`src/rtl/mem_arbiter.sv`:
```
// Two-port round-robin arbiter sharing one single-ported 8-bit memory over a req/ack handshake.
// Build option: define MEM_ARB_TIMEOUT_EN to enable the TIMEOUT_CYCLES watchdog and the err outputs.
module mem_arbiter #(
  parameter int unsigned ADDR_W         = 16,
  parameter int unsigned TIMEOUT_CYCLES = 255
) (
  input  logic              i_clk,
  input  logic              i_rst,
  input  logic [ADDR_W-1:0] i_p0_addr,
  input  logic [7:0]        i_p0_wdata,
  input  logic              i_p0_read,
  input  logic              i_p0_write,
  input  logic [ADDR_W-1:0] i_p1_addr,
  input  logic [7:0]        i_p1_wdata,
  input  logic              i_p1_read,
  input  logic              i_p1_write,
  output logic [7:0]        o_p0_rdata,
  output logic [7:0]        o_p1_rdata,
  output logic              o_p0_done,
  output logic              o_p1_done,
  output logic              o_p0_err,
  output logic              o_p1_err,
  output logic [ADDR_W-1:0] o_mem_addr,
  output logic [7:0]        o_mem_wdata,
  output logic              o_mem_we,
  output logic              o_mem_req,
  input  logic              i_mem_ack,
  input  logic [7:0]        i_mem_rdata,
  output logic              o_busy
);
  localparam int unsigned DATA_W = 8;
  localparam int unsigned NPORT  = 2;

  typedef enum logic [1:0] {
    S_IDLE = 2'd0,
    S_BUSY = 2'd1,
    S_DONE = 2'd2
  } state_t;

  state_t                       state_q;
  logic [NPORT-1:0]             pend_q, pend_d;
  logic [NPORT-1:0]             strobe_c, wr_c, accept_c;
  logic [NPORT-1:0][ADDR_W-1:0] addr_in_c;
  logic [NPORT-1:0][DATA_W-1:0] wdata_in_c;
  logic [NPORT-1:0][ADDR_W-1:0] lat_addr_q;
  logic [NPORT-1:0][DATA_W-1:0] lat_wdata_q;
  logic [NPORT-1:0]             lat_we_q;
  logic                         last_q, win_q, grant_c;
  logic [NPORT-1:0][DATA_W-1:0] rdata_q;
  logic [NPORT-1:0]             done_q;
  logic [ADDR_W-1:0]            mem_addr_q;
  logic [DATA_W-1:0]            mem_wdata_q;
  logic                         mem_we_q, mem_req_q;
  logic                         expire_c;

  assign addr_in_c  = {i_p1_addr, i_p0_addr};
  assign wdata_in_c = {i_p1_wdata, i_p0_wdata};
  assign strobe_c   = {i_p1_read | i_p1_write, i_p0_read | i_p0_write};
  assign wr_c       = {i_p1_write, i_p0_write};

  // A strobe is dropped while its port is pending or is the one currently on the bus
  always_comb begin
    accept_c = '0;
    for (int n = 0; n < NPORT; n++) begin
      accept_c[n] = strobe_c[n] && !pend_q[n] && !((state_q == S_BUSY) && (win_q == 1'(n)));
    end
  end

  // Prefer the port that was not served last; otherwise the only one pending
  assign grant_c = pend_q[~last_q] ? ~last_q : last_q;

  always_comb begin
    pend_d = pend_q | accept_c;
    if ((state_q == S_IDLE) && (|pend_q)) begin
      pend_d[grant_c] = 1'b0;
    end
  end

`ifdef MEM_ARB_TIMEOUT_EN
  localparam int unsigned CNT_W = (TIMEOUT_CYCLES > 1) ? $clog2(TIMEOUT_CYCLES) : 1;
  logic [CNT_W-1:0] cnt_q;
  logic [NPORT-1:0] err_q;
  assign expire_c = (cnt_q == CNT_W'(TIMEOUT_CYCLES - 1));
  assign o_p0_err = err_q[0];
  assign o_p1_err = err_q[1];
`else
  // Watchdog compiled out: TIMEOUT_CYCLES is accepted but never expires
  assign expire_c = (TIMEOUT_CYCLES == 32'd0) && 1'b0;
  assign o_p0_err = 1'b0;
  assign o_p1_err = 1'b0;
`endif

  always_ff @(posedge i_clk or posedge i_rst) begin
    if (i_rst) begin
      state_q     <= S_IDLE;
      pend_q      <= '0;
      last_q      <= 1'b1;
      win_q       <= 1'b0;
      lat_addr_q  <= '0;
      lat_wdata_q <= '0;
      lat_we_q    <= '0;
      rdata_q     <= '0;
      done_q      <= '0;
      mem_addr_q  <= '0;
      mem_wdata_q <= '0;
      mem_we_q    <= 1'b0;
      mem_req_q   <= 1'b0;
`ifdef MEM_ARB_TIMEOUT_EN
      cnt_q       <= '0;
      err_q       <= '0;
`endif
    end else begin
      pend_q <= pend_d;
      done_q <= '0;
`ifdef MEM_ARB_TIMEOUT_EN
      err_q  <= '0;
`endif
      for (int n = 0; n < NPORT; n++) begin
        if (accept_c[n]) begin
          lat_addr_q[n]  <= addr_in_c[n];
          lat_wdata_q[n] <= wdata_in_c[n];
          lat_we_q[n]    <= wr_c[n];
        end
      end
      case (state_q)
        S_IDLE: begin
          if (|pend_q) begin
            win_q       <= grant_c;
            last_q      <= grant_c;
            mem_addr_q  <= lat_addr_q[grant_c];
            mem_wdata_q <= lat_wdata_q[grant_c];
            mem_we_q    <= lat_we_q[grant_c];
            mem_req_q   <= 1'b1;
            state_q     <= S_BUSY;
`ifdef MEM_ARB_TIMEOUT_EN
            cnt_q       <= '0;
`endif
          end
        end
        S_BUSY: begin
`ifdef MEM_ARB_TIMEOUT_EN
          cnt_q <= cnt_q + CNT_W'(1);
`endif
          if (i_mem_ack) begin
            mem_req_q <= 1'b0;
            if (!mem_we_q) begin
              rdata_q[win_q] <= i_mem_rdata;
            end
            done_q[win_q] <= 1'b1;
            state_q       <= S_DONE;
          end else if (expire_c) begin
            mem_req_q      <= 1'b0;
            rdata_q[win_q] <= 8'hFF;
            done_q[win_q]  <= 1'b1;
`ifdef MEM_ARB_TIMEOUT_EN
            err_q[win_q]   <= 1'b1;
`endif
            state_q        <= S_DONE;
          end
        end
        S_DONE:  state_q <= S_IDLE;
        default: state_q <= S_IDLE;
      endcase
    end
  end

  assign o_p0_rdata  = rdata_q[0];
  assign o_p1_rdata  = rdata_q[1];
  assign o_p0_done   = done_q[0];
  assign o_p1_done   = done_q[1];
  assign o_mem_addr  = mem_addr_q;
  assign o_mem_wdata = mem_wdata_q;
  assign o_mem_we    = mem_we_q;
  assign o_mem_req   = mem_req_q;
  assign o_busy      = (state_q == S_BUSY) || (|pend_q);

endmodule
```
`config.mk`:
```
export PLATFORM = sky130hd
export DESIGN_NAME = mem_arbiter
export DESIGN_NICKNAME = d
export VERILOG_FILES = /design/src/rtl/mem_arbiter.sv
export SDC_FILE = /design/constraint.sdc
export NUM_CORES = 1
export LEC_CHECK = 0
export CAP_MARGIN = 0
export CORE_MARGIN = 2
export CORE_UTILIZATION = 48
export CTS_CLUSTER_DIAMETER = 30
export DETAILED_ROUTE_END_ITERATION = 8
export GPL_ROUTABILITY_DRIVEN = 0
export PLACE_DENSITY = 0.91
export SYNTH_ARGS = -nofsm -noshare
export SYNTH_HDL_FRONTEND = slang
export SYNTH_SLANG_ARGS = --single-unit
```
`constraint.sdc`:
```
create_clock -name i_clk -period 3.9 [get_ports i_clk]
set_input_delay 0.78 -clock i_clk [delete_from_list [all_inputs] [get_ports i_clk]]
set_output_delay 0.78 -clock i_clk [all_outputs]
set_load 0.05 [all_outputs]
```
### Word-level counts from Yosys, hierarchy flattened

Index checks and enable logic that the tools add are counted.

* bits in registers: 100
* input port bits: 63
* output and inout bits: 47
* logic and storage cells: 79

* $lt $le $gt $ge: 5
* equality and inequality tests: 3
* mux-type cells: 25
* bitwise operators: 8
* reduce and logical (&&, ||, !) cells: 21

Operators with widths (count)
* 16-bit two-way mux: 2
* 8-bit two-way mux: 3
* 16-bit bitwise mux: 1
* 2-bit two-way mux: 5
* 1-bit logical AND: 9
* 1-bit two-way mux: 9
* 8-bit demux with 1-bit select: 1
* 1-bit by 2-bit less-than comparator with 1-bit output, second input constant: 3
* 3-bit AND reduction: 2
* 1-bit logical NOT: 4
* 2-bit one-hot mux with 2 select lines: 1
* 2-bit AND reduction: 2
* 1-bit NOT: 3
* 2-bit bitwise AND: 1
* 1-bit demux with 1-bit select: 2
* 2-bit by 1-bit == test with 1-bit output, second input constant: 1
* 1-bit >= comparator, second input constant: 2
* 2-bit logical NOT: 1
* 2-bit by 1-bit inequality test with 1-bit output, second input constant: 1
* 2-bit inequality test, second input constant: 1
* 2-bit NOT: 1
* 1-bit OR: 2
* 2-bit OR: 1
* 1-bit one-hot mux with 2 select lines: 1
* other kinds (3): 3

### Logic depth before layout (Yosys ltp)

Gate-level depths: netlist (run 1).

* depth in word-level cells: 11
* gate-level depth with buffers: 5
* gate-level depth less buffers: 3

### Worst setup path before layout (run 1)

OpenSTA, ideal clock, no wires.

* kind: flip-flop to output port
* start point: register pend_q[1]
* end point: output o_busy
* arrival time: 1.217 ns
* data required time: 3.120 ns
* setup slack: 1.903 ns
* cell stages (with the launch flop): 3
* path buffers: 1
* cell sequence: dfrtp_1 -> clkbuf_1 -> or3_1

* word-level cells in the longest chain between the ends: 2

RTL lines
* from (decl): line 41 `logic [NPORT-1:0] pend_q, pend_d;`
* from (signal assigned): line 113 `pend_q <= pend_d;`
* 2-bit OR reduction: line 175 `assign o_busy = (state_q == S_BUSY) || (|pend_q);`
* 1-bit logical OR: line 175
* to (decl): line 29 `output logic o_busy`

No other way between the ends.

### Final worst setup path (run 1)

* start point: register state_q[0]
* end point: output o_busy

* word-level cells in the longest chain between the ends: 2

RTL lines
* from (decl): line 40 `state_t state_q;`
* from (signal assigned): line 95 `state_q <= S_IDLE;`
* from (signal assigned): line 134 `state_q <= S_BUSY;`
* from (signal assigned): line 150 `state_q <= S_DONE;`
* 2-bit by 1-bit == test with 1-bit output: line 175
* 1-bit logical OR: line 175

No other way between the ends.

==> impl_results.md, run 1 <==
* Power density relative to cell area at about 960 nW/um2
* Multi-input gate area in the final layout at between 1000 and 1500 um2
* Worst-case clock skew at 0.00975 ns
* Postcts setup bufs at 0
* Post-route clock period utilization at 74.2%
* Outcome: finished, final reports clean
* Top library cells by usage in the layout, fill and taps aside: sky130_fd_sc_hd__clkdlybuf4s50_1 (107), sky130_fd_sc_hd__dfrtp_1 (99), sky130_fd_sc_hd__mux2_2 (51)
* Flip-flop and latch count after synthesis at 100
* Critical-path cell list: nor2b_4 -> or3_1 -> clkdlybuf4s50_1
* Worst Tran Pin Value at 0.675 ns
* Final count of pins violating max slew at 0
* Clock-pin slew of the registers on the worst-case setup and hold paths at 0.09 ns
* Layout Area Growth over Synthesis at 33.4%
* Number of core rows at 33
* Number of cells produced by synthesis at 271
* Proportion of power drawn by the clock network at 12.4%
* Kind of start point of the critical path: register
* Share of total power in combinational logic at 50.9%
* Final worst path period need at 2.89 ns
* Bufs and invs on worst path at 1
* Initial Util at 49.4%
* # fillers at 583
* Overall overflow remaining after global route at 0
* Cell family contributing the most delay on the critical path: buffers and inverters
* Number of nets with antenna violations after detailed routing at 0
* Number of antenna violations at the first check in global routing at 0
* Worst voltage drop across the vdd grid at 0.399 mV
* Most common cell after layout, fill and taps aside: sky130_fd_sc_hd__clkdlybuf4s50_1
* Switching power at 2.17 mW
* Pin count of the biggest net entering global routing at 56
* Vias in the first global route at 2724
* Die Width at approximately 96 um
* Setup TNS at 0 ns
* Diode insertion count for antenna repair at 0
* Average detailed-routed wire length per instance at around 18 um
* Ratio of cells with drive above 1 in the final layout at 22.4%
* First-pass GRT wire length at 13600 um
* Max Clock Freq at 0.346 GHz
* Resize count post-CTS at 0
* Total Nets Final at roughly 440
* Post-route DRC violation count at 0
* Htree depth at 3
* Average footprint of a synthesized cell at 14.9 um2
* Cell-internal power at 2.99 mW
* Max_slew headroom at 54.7%
* P_leak at between 2 and 2.5 nW
* Number of clock sinks at 100
* Dominant register cell in the synthesized netlist: sky130_fd_sc_hd__dfrtp_1
* Endpoint type of the worst setup path: output port
* Area inside the core boundary at 8180 um2
* Detailed Route WL at around 8800 um
* Number of endpoints with negative hold slack in the final report at 0
* Syn. warnings at 0
* Clock latency at the later pin of the worst-skew pair at 0.35 ns
* Clock tree root driver cell: sky130_fd_sc_hd__clkbuf_8
* Cts bufs inserted at 9
* Net switching fraction of the power at 42.1%
* Type of the worst setup path: reg -> out
* Combined area of all synthesized cells at 4040 um2
* DR vias at 2701
* Count of final setup violators at 0
* Floorplan die height at 95.7 um
* Final cell count without fillers at around 490
* Slowest cell on crit path: sky130_fd_sc_hd__clkdlybuf4s50_1
* Data required time of the worst path at 3.12 ns
* Arr. time, crit path at around 2.1 ns
* Global-route total usage across every layer at approximately a fifth
* Die area at 9160 um2
* Initial DRC Count at just over 80
* Async S/R FF share, synth at between 90% and 100%
* Flip-flop and latch area at 2500 um2
* Worst stage delay on the critical path at 0.80 ns
* Via/cell ratio at 5.52
* Sequential fraction of the synthesis area at 62.0%
* Unrepaired setup endpoints after global routing: no
* Detailed placement HPWL at between 6000 and 7000 um
* Number of placed instances with taps included at 473
* Power share of the sequential group at 36.7%
* Port buffer count at between 100 and 150
* Maximum buffer depth of the clock tree at 2
* Hold-fix buffers at CTS at 0
* Highest fanout seen on the critical path at 6
* Hold Worst Slack at around 0.5 ns
* Clock tree from TritonCTS: built
* Top Ports at 110
* Count of flip-flops with a built-in enable after synthesis at 0
* DR pass1 iterations at 4
* Number of violations of the max-capacitance limit at 0
* Synth cell types at 31
* Class of the most critical hold timing path: reg -> reg
## kinds of logic (layout without fill, tap and decap cells)
family          count (synthesis)  after routing  synth area share [%]
mux                            64             64                  17.9
flops                         100            100                  62.0
other cells                     1              2                0.0929
simple gates                   41             41                  6.88
buf+inv                        26            138                  3.81
compound gates                 39             39                  9.30
## Yosys cell counts, drive strengths merged, types with 3 or more instances
| cell | count | share of area [%] |
|---|---|---|
| o21ai | 4 | 0.50 |
| inv | 8 | 0.74 |
| buf | 11 | 2.4 |
| a21oi | 3 | 0.37 |
| mux2 | 64 | 18 |
| nand2 | 3 | 0.28 |
| nor2 | 5 | 0.47 |
| a221o | 25 | 6.2 |
| dfrtp | 99 | 61 |
| clkbuf | 7 | 0.65 |
| and3 | 25 | 3.9 |
## worst register-to-register path, delay by kind of cell, from the launching register on
kind	cells	cell delay, ns
simple gates	2	0.64
buf+inv	1	0.38
mux	1	0.39
flops	1	0.49
## layer usage
layer	track usage (%)	share of wire, %	vias up
met5	0	0	-
met4	8.57	2.0	0
met3	3.79	5.4	14
met2	33.6	53	99
met1	24.9	40	1374
li1	-	-	1214
## layout make-up
| cell class | instances | share of cell area [%] |
|---|---|---|
| Inverter | 8 | 0.604 |
| Clock buffer | 9 | 2.30 |
| Clock inverter | 7 | 1.23 |
| Tap cell | 105 | 2.44 |
| Sequential cell | 100 | 46.5 |
| Timing Repair Buffer | 114 | 21.1 |
| Multi-Input combinational cell | 146 | 25.8 |
## worst paths after layout
kind / startpoint / to / slack [ns] / cells past startpoint
max in group asynchronous: i_rst / lat_addr_q[13] / 2.38 / 3
worst max-delay path: state_q[0] / o_busy / 1.01 / 3
worst max register to register: state_q[0] / lat_addr_q[3] / 1.90 / 4
worst min register to register: lat_addr_q[22] / lat_addr_q[22] / 0.49 / 1
worst min-delay path: lat_addr_q[22] / lat_addr_q[22] / 0.49 / 1
min in group asynchronous: i_rst / o_p1_rdata[4] / 0.83 / 2
## metrics by stage
| stage | util, % | total power [mW] | setup slack, ns | area [um2] |
|---|---|---|---|---|
| floorplan | - | 3.73 | 0.503 | 4040 |
| global placement | 63.5 | 4.43 | 1.42 | 5190 |
| detailed placement | 63.5 | 4.55 | 1.34 | 5190 |
| CTS | 65.9 | 5.19 | 0.986 | 5380 |
| global route | 65.9 | 5.43 | 0.923 | 5380 |
| finish | 65.9 | 5.16 | 1.01 | 5380 |
## sequential cells by signal, indices dropped and copies added, names as in the netlist
| name | cells |
|---|---|
| pend_q | 2 |
| state_q | 2 |
| o_mem_wdata | 8 |
| lat_wdata_q | 16 |
| o_mem_we | 1 |
| done_q | 2 |
| last_q | 1 |
| lat_we_q | 2 |
| o_mem_addr | 16 |
| lat_addr_q | 32 |
| o_p1_rdata | 8 |
| win_q | 1 |
| o_p0_rdata | 8 |
| o_mem_req | 1 |
## power by group through the flow
stage / Sequential, mW / Combinational (mW) / Clock (mW)
final: 1.89 / 2.63 / 0.638
after global routing: 1.95 / 2.77 / 0.708
after CTS: 1.90 / 2.64 / 0.652
after detailed placement: 1.91 / 2.64 / 0
after global placement: 1.88 / 2.55 / 0
after floorplan: 2.57 / 1.16 / 0
Power figures use the tool's default switching activity.
==> run 2: changes to the inputs <==
- CORE_UTILIZATION: 48 -> 43
- PLACE_DENSITY: 0.91 -> 0.86
- clock period: 3.9 -> 2.6 ns (I/O delays scaled with it)
==> run 2 against run 1 <==
Wire length up 3.1%; first-iteration DRC count is 54% higher; sequential power rose by 52%; count of clock-buffer cells in the layout is 1 higher; sequential share of layout area shrank 0.71 points; register-to-register slack lost 1.1 ns; die area is 11% higher; power grew 53%; clock power up 63%; worst hold slack improved by 0.0078 ns.
==> impl_results.md, run 2 (synthesis gave the netlist of run 1 again) <==
* Initial DRC Count at 126 (was 82)
* Unrepaired setup endpoints after global routing: no (unchanged)
* Ratio of cells with drive above 1 in the final layout at 23.2% (was 22.4%)
* Overall overflow remaining after global route at 0 (unchanged)
* Pin count of the biggest net entering global routing at 40 (was 56)
* Max Clock Freq at 0.466 GHz
* Global-route total usage across every layer at 18.6% (was 19.8%)
* Via/cell ratio at 5.42 (was 5.52)
* Top library cells by usage in the layout, fill and taps aside: sky130_fd_sc_hd__clkdlybuf4s50_1 (106), sky130_fd_sc_hd__dfrtp_1 (99), sky130_fd_sc_hd__mux2_2 (51) (was sky130_fd_sc_hd__clkdlybuf4s50_1 (107), sky130_fd_sc_hd__dfrtp_1 (99), sky130_fd_sc_hd__mux2_2 (51))
* Floorplan die height at 101 um (was 95.7 um)
* Net switching fraction of the power at 41.3% (was 42.1%)
* Flip-flop count of the largest register after layout at 32 (unchanged)
* Die Width at 101 um (was 95.7 um)
* DR pass1 iterations at 4 (unchanged)
* Detailed Route WL at 9050 um (was 8780 um)
* Number of clock sinks at 100 (unchanged)
* Detailed placement HPWL at 6590 um (was 6180 um)
* Clock latency at the later pin of the worst-skew pair at 0.35 ns (about the same)
* Diode insertion count for antenna repair at 0 (unchanged)
* Post-route clock period utilization at 82.5%
* Final count of pins violating max slew at 0 (unchanged)
* P_leak at 2.40 nW (was 2.37 nW)
* Hold-fix buffers at CTS at 0 (unchanged)
* Utilization after layout at 59.7% (was 65.9%)
* Top Ports at 110 (unchanged)
* First-pass GRT wire length at 14400 um (was 13600 um)
* Proportion of power drawn by the clock network at 13.2% (was 12.4%)
* Resize count post-CTS at 0 (unchanged)
* Clock-pin slew of the registers on the worst-case setup and hold paths at 0.09 ns (about the same)
* Post-route DRC violation count at 0 (unchanged)
* Max_slew headroom at 59.0% (was 54.7%)
* Port buffer count at 107 (unchanged)
* Register name with the most flops: lat_addr_q (unchanged)
* Highest fanout seen on the critical path at 17 (was 6)
* Hold Worst Slack at 0.494 ns (was 0.487 ns)
* Average detailed-routed wire length per instance at 18.1 um (was 18.0 um)
* Layout Area Growth over Synthesis at 35.5% (was 33.4%)
* Worst-case clock skew at 0.00573 ns (was 0.00975 ns)
* Clock tree root driver cell: sky130_fd_sc_hd__clkbuf_8 (unchanged)
* Type of the worst setup path: reg -> out (unchanged)
* Total Nets Final at 447 (was 442)
* Cell-internal power at 4.62 mW (was 2.99 mW)
* Clock tree from TritonCTS: built (unchanged)
* Final worst path period need at 2.14 ns
* Htree depth at 3 (unchanged)
* Power share of the sequential group at 36.5% (was 36.7%)
* Vias in the first global route at 2808 (was 2724)
* Cts bufs inserted at 9 (unchanged)
* Number of violations of the max-capacitance limit at 0 (unchanged)
* Initial Util at 44.1% (was 49.4%)
* Number of endpoints with negative hold slack in the final report at 0 (unchanged)
* Outcome: finished, final reports clean (unchanged)
* Area inside the core boundary at 9150 um2 (was 8180 um2)
* Number of antenna violations at the first check in global routing at 0 (unchanged)
* Most common cell after layout, fill and taps aside: sky130_fd_sc_hd__clkdlybuf4s50_1 (unchanged)
* Maximum buffer depth of the clock tree at 2 (unchanged)
* Worst Tran Pin Value at 0.614 ns (was 0.675 ns)
* Share of total power in combinational logic at 50.3% (was 50.9%)
* Die area at 10200 um2 (was 9160 um2)
* Arr. time, crit path at 1.62 ns (was 2.11 ns)
* Worst voltage drop across the vdd grid at 0.719 mV (was 0.399 mV)
* Class of the most critical hold timing path: reg -> reg (unchanged)
* Setup TNS at 0 ns (unchanged)
* Data required time of the worst path at 2.08 ns (was 3.12 ns)
* # fillers at 732 (was 583)
* DR vias at 2705 (was 2701)
* Switching power at 3.26 mW (was 2.17 mW)
* Endpoint type of the worst setup path: output port (unchanged)
* Kind of start point of the critical path: register (unchanged)
* Count of final setup violators at 0 (unchanged)
* Postcts setup bufs at 0 (unchanged)
* Number of core rows at 35 (was 33)
* Power density relative to cell area at 1440 nW/um2 (was 958 nW/um2)
* Number of nets with antenna violations after detailed routing at 0 (unchanged)
==> run 2: power by group through the flow <==
stage	Clock (mW)	Combinational (mW)	Sequential, mW
3_5_place_dp	0	3.99	2.90
3_3_place_gp	0	3.85	2.86
5_1_grt	1.13	4.17	2.99
4_1_cts	1.06	3.99	2.88
6_report	1.04	3.97	2.88
2_1_floorplan	0	1.74	3.86
==> run 2: metal layers <==
layer | up-vias | share of wire, % | global-route usage [%]
met5 | - | 0 | 0
met4 | 0 | 2.0 | 6.32
met3 | 16 | 4.2 | 4.23
met2 | 85 | 51 | 31.4
met1 | 1389 | 43 | 23.8
li1 | 1215 | - | -
==> run 2: path summary, 6_finish.rpt <==
check / from / to / slack [ns] / cells after the start
max in group asynchronous: i_rst / last_q / 1.38 / 3
worst max register to register: state_q[0] / lat_wdata_q[15] / 0.79 / 4
min in group asynchronous: i_rst / o_p0_rdata[6] / 0.59 / 2
worst min-delay path: o_p0_rdata[6] / o_p0_rdata[6] / 0.49 / 1
worst min register to register: o_p0_rdata[6] / o_p0_rdata[6] / 0.49 / 1
worst max-delay path: pend_q[1] / o_busy / 0.46 / 2
==> run 2: critical path, cell delays in order (launching register included) <==
cell and delay, ns:
sky130_fd_sc_hd__dfrtp_1 0.60, sky130_fd_sc_hd__or3_1 0.50, sky130_fd_sc_hd__buf_12 0.17
==> run 2: stage by stage <==
| stage | power (mW) | instance area [um2] | instances | setup WS, ns |
|---|---|---|---|---|
| finish | 7.88 | 5470 | 499 | 0.456 |
| global route | 8.29 | 5470 | 499 | 0.382 |
| CTS | 7.93 | 5470 | 499 | 0.443 |
| floorplan | 5.60 | 4040 | 272 | 0.863 |
| detailed placement | 6.89 | 5260 | 484 | 0.419 |
| global placement | 6.72 | 5260 | 484 | 0.493 |
==> run 2: cell type report <==
type | count | area, um2 | area share, %
Clock buffer | 10 | 128 | 2.33
Clock inverter | 5 | 77.6 | 1.42
Inverter | 8 | 33.8 | 0.618
Multi-Input combinational cell | 146 | 1390 | 25.4
Sequential cell | 100 | 2500 | 45.8
Tap cell | 111 | 139 | 2.54
Timing Repair Buffer | 119 | 1200 | 21.9
==> run 3: changes to the inputs <==
- clock period: 2.6 -> 1.8 ns (I/O delays scaled with it)
==> run 3 against run 2 <==
Combinational power is 47% higher; register-to-register slack got worse by 0.70 ns; clock skew rose by 0.0078 ns; utilization unchanged; via count fell by 0.18%; worst hold slack got worse by 0.13 ns; sequential power grew 41%; count of clock-buffer cells in the layout stayed put; global-route usage decreased by 0.40 points; non-clock buffer count up 13; first-iteration DRC count down 4.8%; highest routed layer unchanged.
==> impl_results.md, run 3 (synthesis gave the netlist of run 1 again) <==
* Average detailed-routed wire length per instance at 17.4 um (was 18.1 um)
* Via/cell ratio at 5.26 (was 5.42)
* Max Clock Freq at between 0.5 and 0.6 GHz
* # fillers at 734 (was 732)
* Number of nets with antenna violations after detailed routing at 0 (unchanged)
* Area inside the core boundary at 9150 um2 (unchanged)
* Reg2reg start: state_q[1] (was state_q[0])
* Net switching fraction of the power at 42.0% (was 41.3%)
* Hold-fix buffers at CTS at 0 (unchanged)
* Vias in the first global route at 2857 (was 2808)
* Worst voltage drop across the vdd grid at 1.06 mV (was 0.719 mV)
* Hold Worst Slack at 0.362 ns (was 0.494 ns)
* DR vias at 2700 (was 2705)
* Flip-flop count of the largest register after layout at 32 (unchanged)
* Global-route total usage across every layer at 18.3% (was 18.6%)
* Arr. time, crit path at 1.42 ns (was 1.62 ns)
* Initial Util at 44.1% (unchanged)
* Switching power at 4.76 mW (was 3.26 mW)
* Clock tree root driver cell: sky130_fd_sc_hd__clkbuf_8 (unchanged)
* Maximum buffer depth of the clock tree at 2 (unchanged)
* P_leak at 2.52 nW (was 2.40 nW)
* Cts bufs inserted at 9 (unchanged)
* Floorplan die height at 101 um (unchanged)
* DR pass1 iterations at 4 (unchanged)
* Critical-path cell list: nor2b_4 -> or3_4 -> buf_12 (was or3_1 -> buf_12)
* Power share of the sequential group at 35.9% (was 36.5%)
* Top library cells by usage in the layout, fill and taps aside: sky130_fd_sc_hd__dfrtp_1 (96), sky130_fd_sc_hd__buf_4 (66), sky130_fd_sc_hd__clkdlybuf4s50_1 (62) (was sky130_fd_sc_hd__clkdlybuf4s50_1 (106), sky130_fd_sc_hd__dfrtp_1 (99), sky130_fd_sc_hd__mux2_2 (51))
* Worst stage delay on the critical path at 0.42 ns (was 0.60 ns)
* Number of core rows at 35 (unchanged)
* Post-route DRC violation count at 0 (unchanged)
* Flip-flop and latch area at 2510 um2 (was 2500 um2)
* Pin count of the biggest net entering global routing at 37 (was 40)
* Htree depth at 3 (unchanged)
* Detailed Route WL at 8920 um (was 9050 um)
* Register name with the most flops: lat_addr_q (unchanged)
* Bufs and invs on worst path at 1 (unchanged)
* Final worst path period need at around 1.8 ns
* Proportion of power drawn by the clock network at 12.6% (was 13.2%)
* Highest fanout seen on the critical path at 5 (was 17)
* Unrepaired setup endpoints after global routing: yes (was no)
* Final count of pins violating max slew at 0 (unchanged)
* Cell family contributing the most delay on the critical path: simple AND/OR/NAND/NOR gates (was flip-flops)
* Cell depth of the worst flop-to-flop path at 4 (unchanged)
* Ratio of cells with drive above 1 in the final layout at 37.8% (was 23.2%)
* Utilization after layout at 59.7% (unchanged)
* Cell-internal power at 6.57 mW (was 4.62 mW)
* Fin area at 5470 um2 (unchanged)
* Number of antenna violations at the first check in global routing at 0 (unchanged)
* Setup TNS at 0 ns (unchanged)
* First-pass GRT wire length at 14300 um (was 14400 um)
* Total Nets Final at 460 (was 447)
* Worst-case clock skew at 0.0136 ns (was 0.00573 ns)
* Worst reg2reg path endpoint: o_p1_rdata[1] (was lat_wdata_q[15])
* Share of total power in combinational logic at 51.5% (was 50.3%)
* Number of endpoints with negative hold slack in the final report at 0 (unchanged)
* Placement-stage cell area at 5240 um2 (was 5260 um2)
* Outcome: finished, final reports clean (unchanged)
* Clock-pin slew of the registers on the worst-case setup and hold paths at 0.10 ns (was 0.09 ns)
* Number of clock sinks at 100 (unchanged)
* Initial DRC Count at 120 (was 126)
* Detailed placement HPWL at 6580 um (was 6590 um)
* Clock latency at the later pin of the worst-skew pair at 0.36 ns (was 0.35 ns)
* Overall overflow remaining after global route at 0 (unchanged)
* Power density relative to cell area at 2070 nW/um2 (was 1440 nW/um2)
* Type of the worst setup path: reg -> out (unchanged)
* Port buffer count at 107 (unchanged)
* Top Ports at 110 (unchanged)
* Die Width at 101 um (unchanged)
* Data required time of the worst path at 1.44 ns (was 2.08 ns)
* Endpoint type of the worst setup path: output port (unchanged)
* Post-route clock period utilization at 98.6%
* Most common cell after layout, fill and taps aside: sky130_fd_sc_hd__dfrtp_1 (was sky130_fd_sc_hd__clkdlybuf4s50_1)
* Class of the most critical hold timing path: in -> async (was reg -> reg)
* Slowest cell on crit path: sky130_fd_sc_hd__dfrtp_2 (was sky130_fd_sc_hd__dfrtp_1)
* Layout Area Growth over Synthesis at 35.5% (unchanged)
* Multi-input gate area in the final layout at 1400 um2 (was 1390 um2)
* Number of violations of the max-capacitance limit at 0 (unchanged)
* Count of final setup violators at 0 (unchanged)
* Die area at 10200 um2 (unchanged)
* R2r setup slk at 0.09 ns (was 0.79 ns)
* Kind of start point of the critical path: register (unchanged)
* Clock tree from TritonCTS: built (unchanged)
* Diode insertion count for antenna repair at 0 (unchanged)
==> run 3: worst max-delay path by stage <==
stage,startpoint,to,cells after the start
after detailed placement,i_mem_ack,o_p1_rdata[4],4
after floorplan,state_q[0],lat_addr_q[16],4
final,state_q[0],o_busy,3
after global placement,i_mem_ack,o_p1_rdata[1],4
after CTS,state_q[0],o_busy,3
after global routing,state_q[0],o_busy,3
==> run 3: worst reg2reg max path, cell delays in order (launching register included) <==
cell and delay, ns:
sky130_fd_sc_hd__dfrtp_2 0.43, sky130_fd_sc_hd__buf_4 0.17, sky130_fd_sc_hd__nand3b_4 0.15, sky130_fd_sc_hd__or3_1 0.48
sky130_fd_sc_hd__mux2_1 0.37
==> run 3: power by group through the flow <==
| stage | Clock [mW] | Sequential (mW) | Combinational (mW) |
|---|---|---|---|
| floorplan | 0 | 5.58 | 2.51 |
| global placement | 0 | 4.07 | 5.64 |
| CTS | 1.46 | 4.07 | 5.87 |
| detailed placement | 0 | 4.12 | 5.81 |
| finish | 1.43 | 4.07 | 5.84 |
| global route | 1.58 | 4.19 | 6.18 |
==> run 3: cell type report <==
| cell class | count | share of cell area (%) |
|---|---|---|
| flip-flops and latches | 100 | 45.9 |
| repair buffers | 132 | 21.9 |
| well taps | 111 | 2.54 |
| multi-input cells | 146 | 25.5 |
| clock buffers | 10 | 2.33 |
| clock inverters | 6 | 1.26 |
| inverters | 8 | 0.618 |
==> run 3: routing by layer <==
layer,track usage [%],part of all wire [%],wire [um],vias up
met5,0,0,0,-
met4,7.69,2.0,181,0
met3,3.12,4.0,359,17
met2,29.3,49,4400,72
met1,24.6,45,3980,1367
li1,-,-,-,1244
==> run 3: timing repair <==
action | CTS | global route
setup endpoints to repair | 1 | 1
buffers inserted | 2 | 1
resized for setup | 4 | 0
==> run 3: per-stage QoR <==
stage	instances	total power, mW	setup WS, ns
floorplan	272	8.09	0.155
global placement	494	9.71	-0.134
detailed placement	494	9.92	-0.194
CTS	512	11.4	0.00368
global route	513	12.0	-0.0191
finish	513	11.3	0.0246
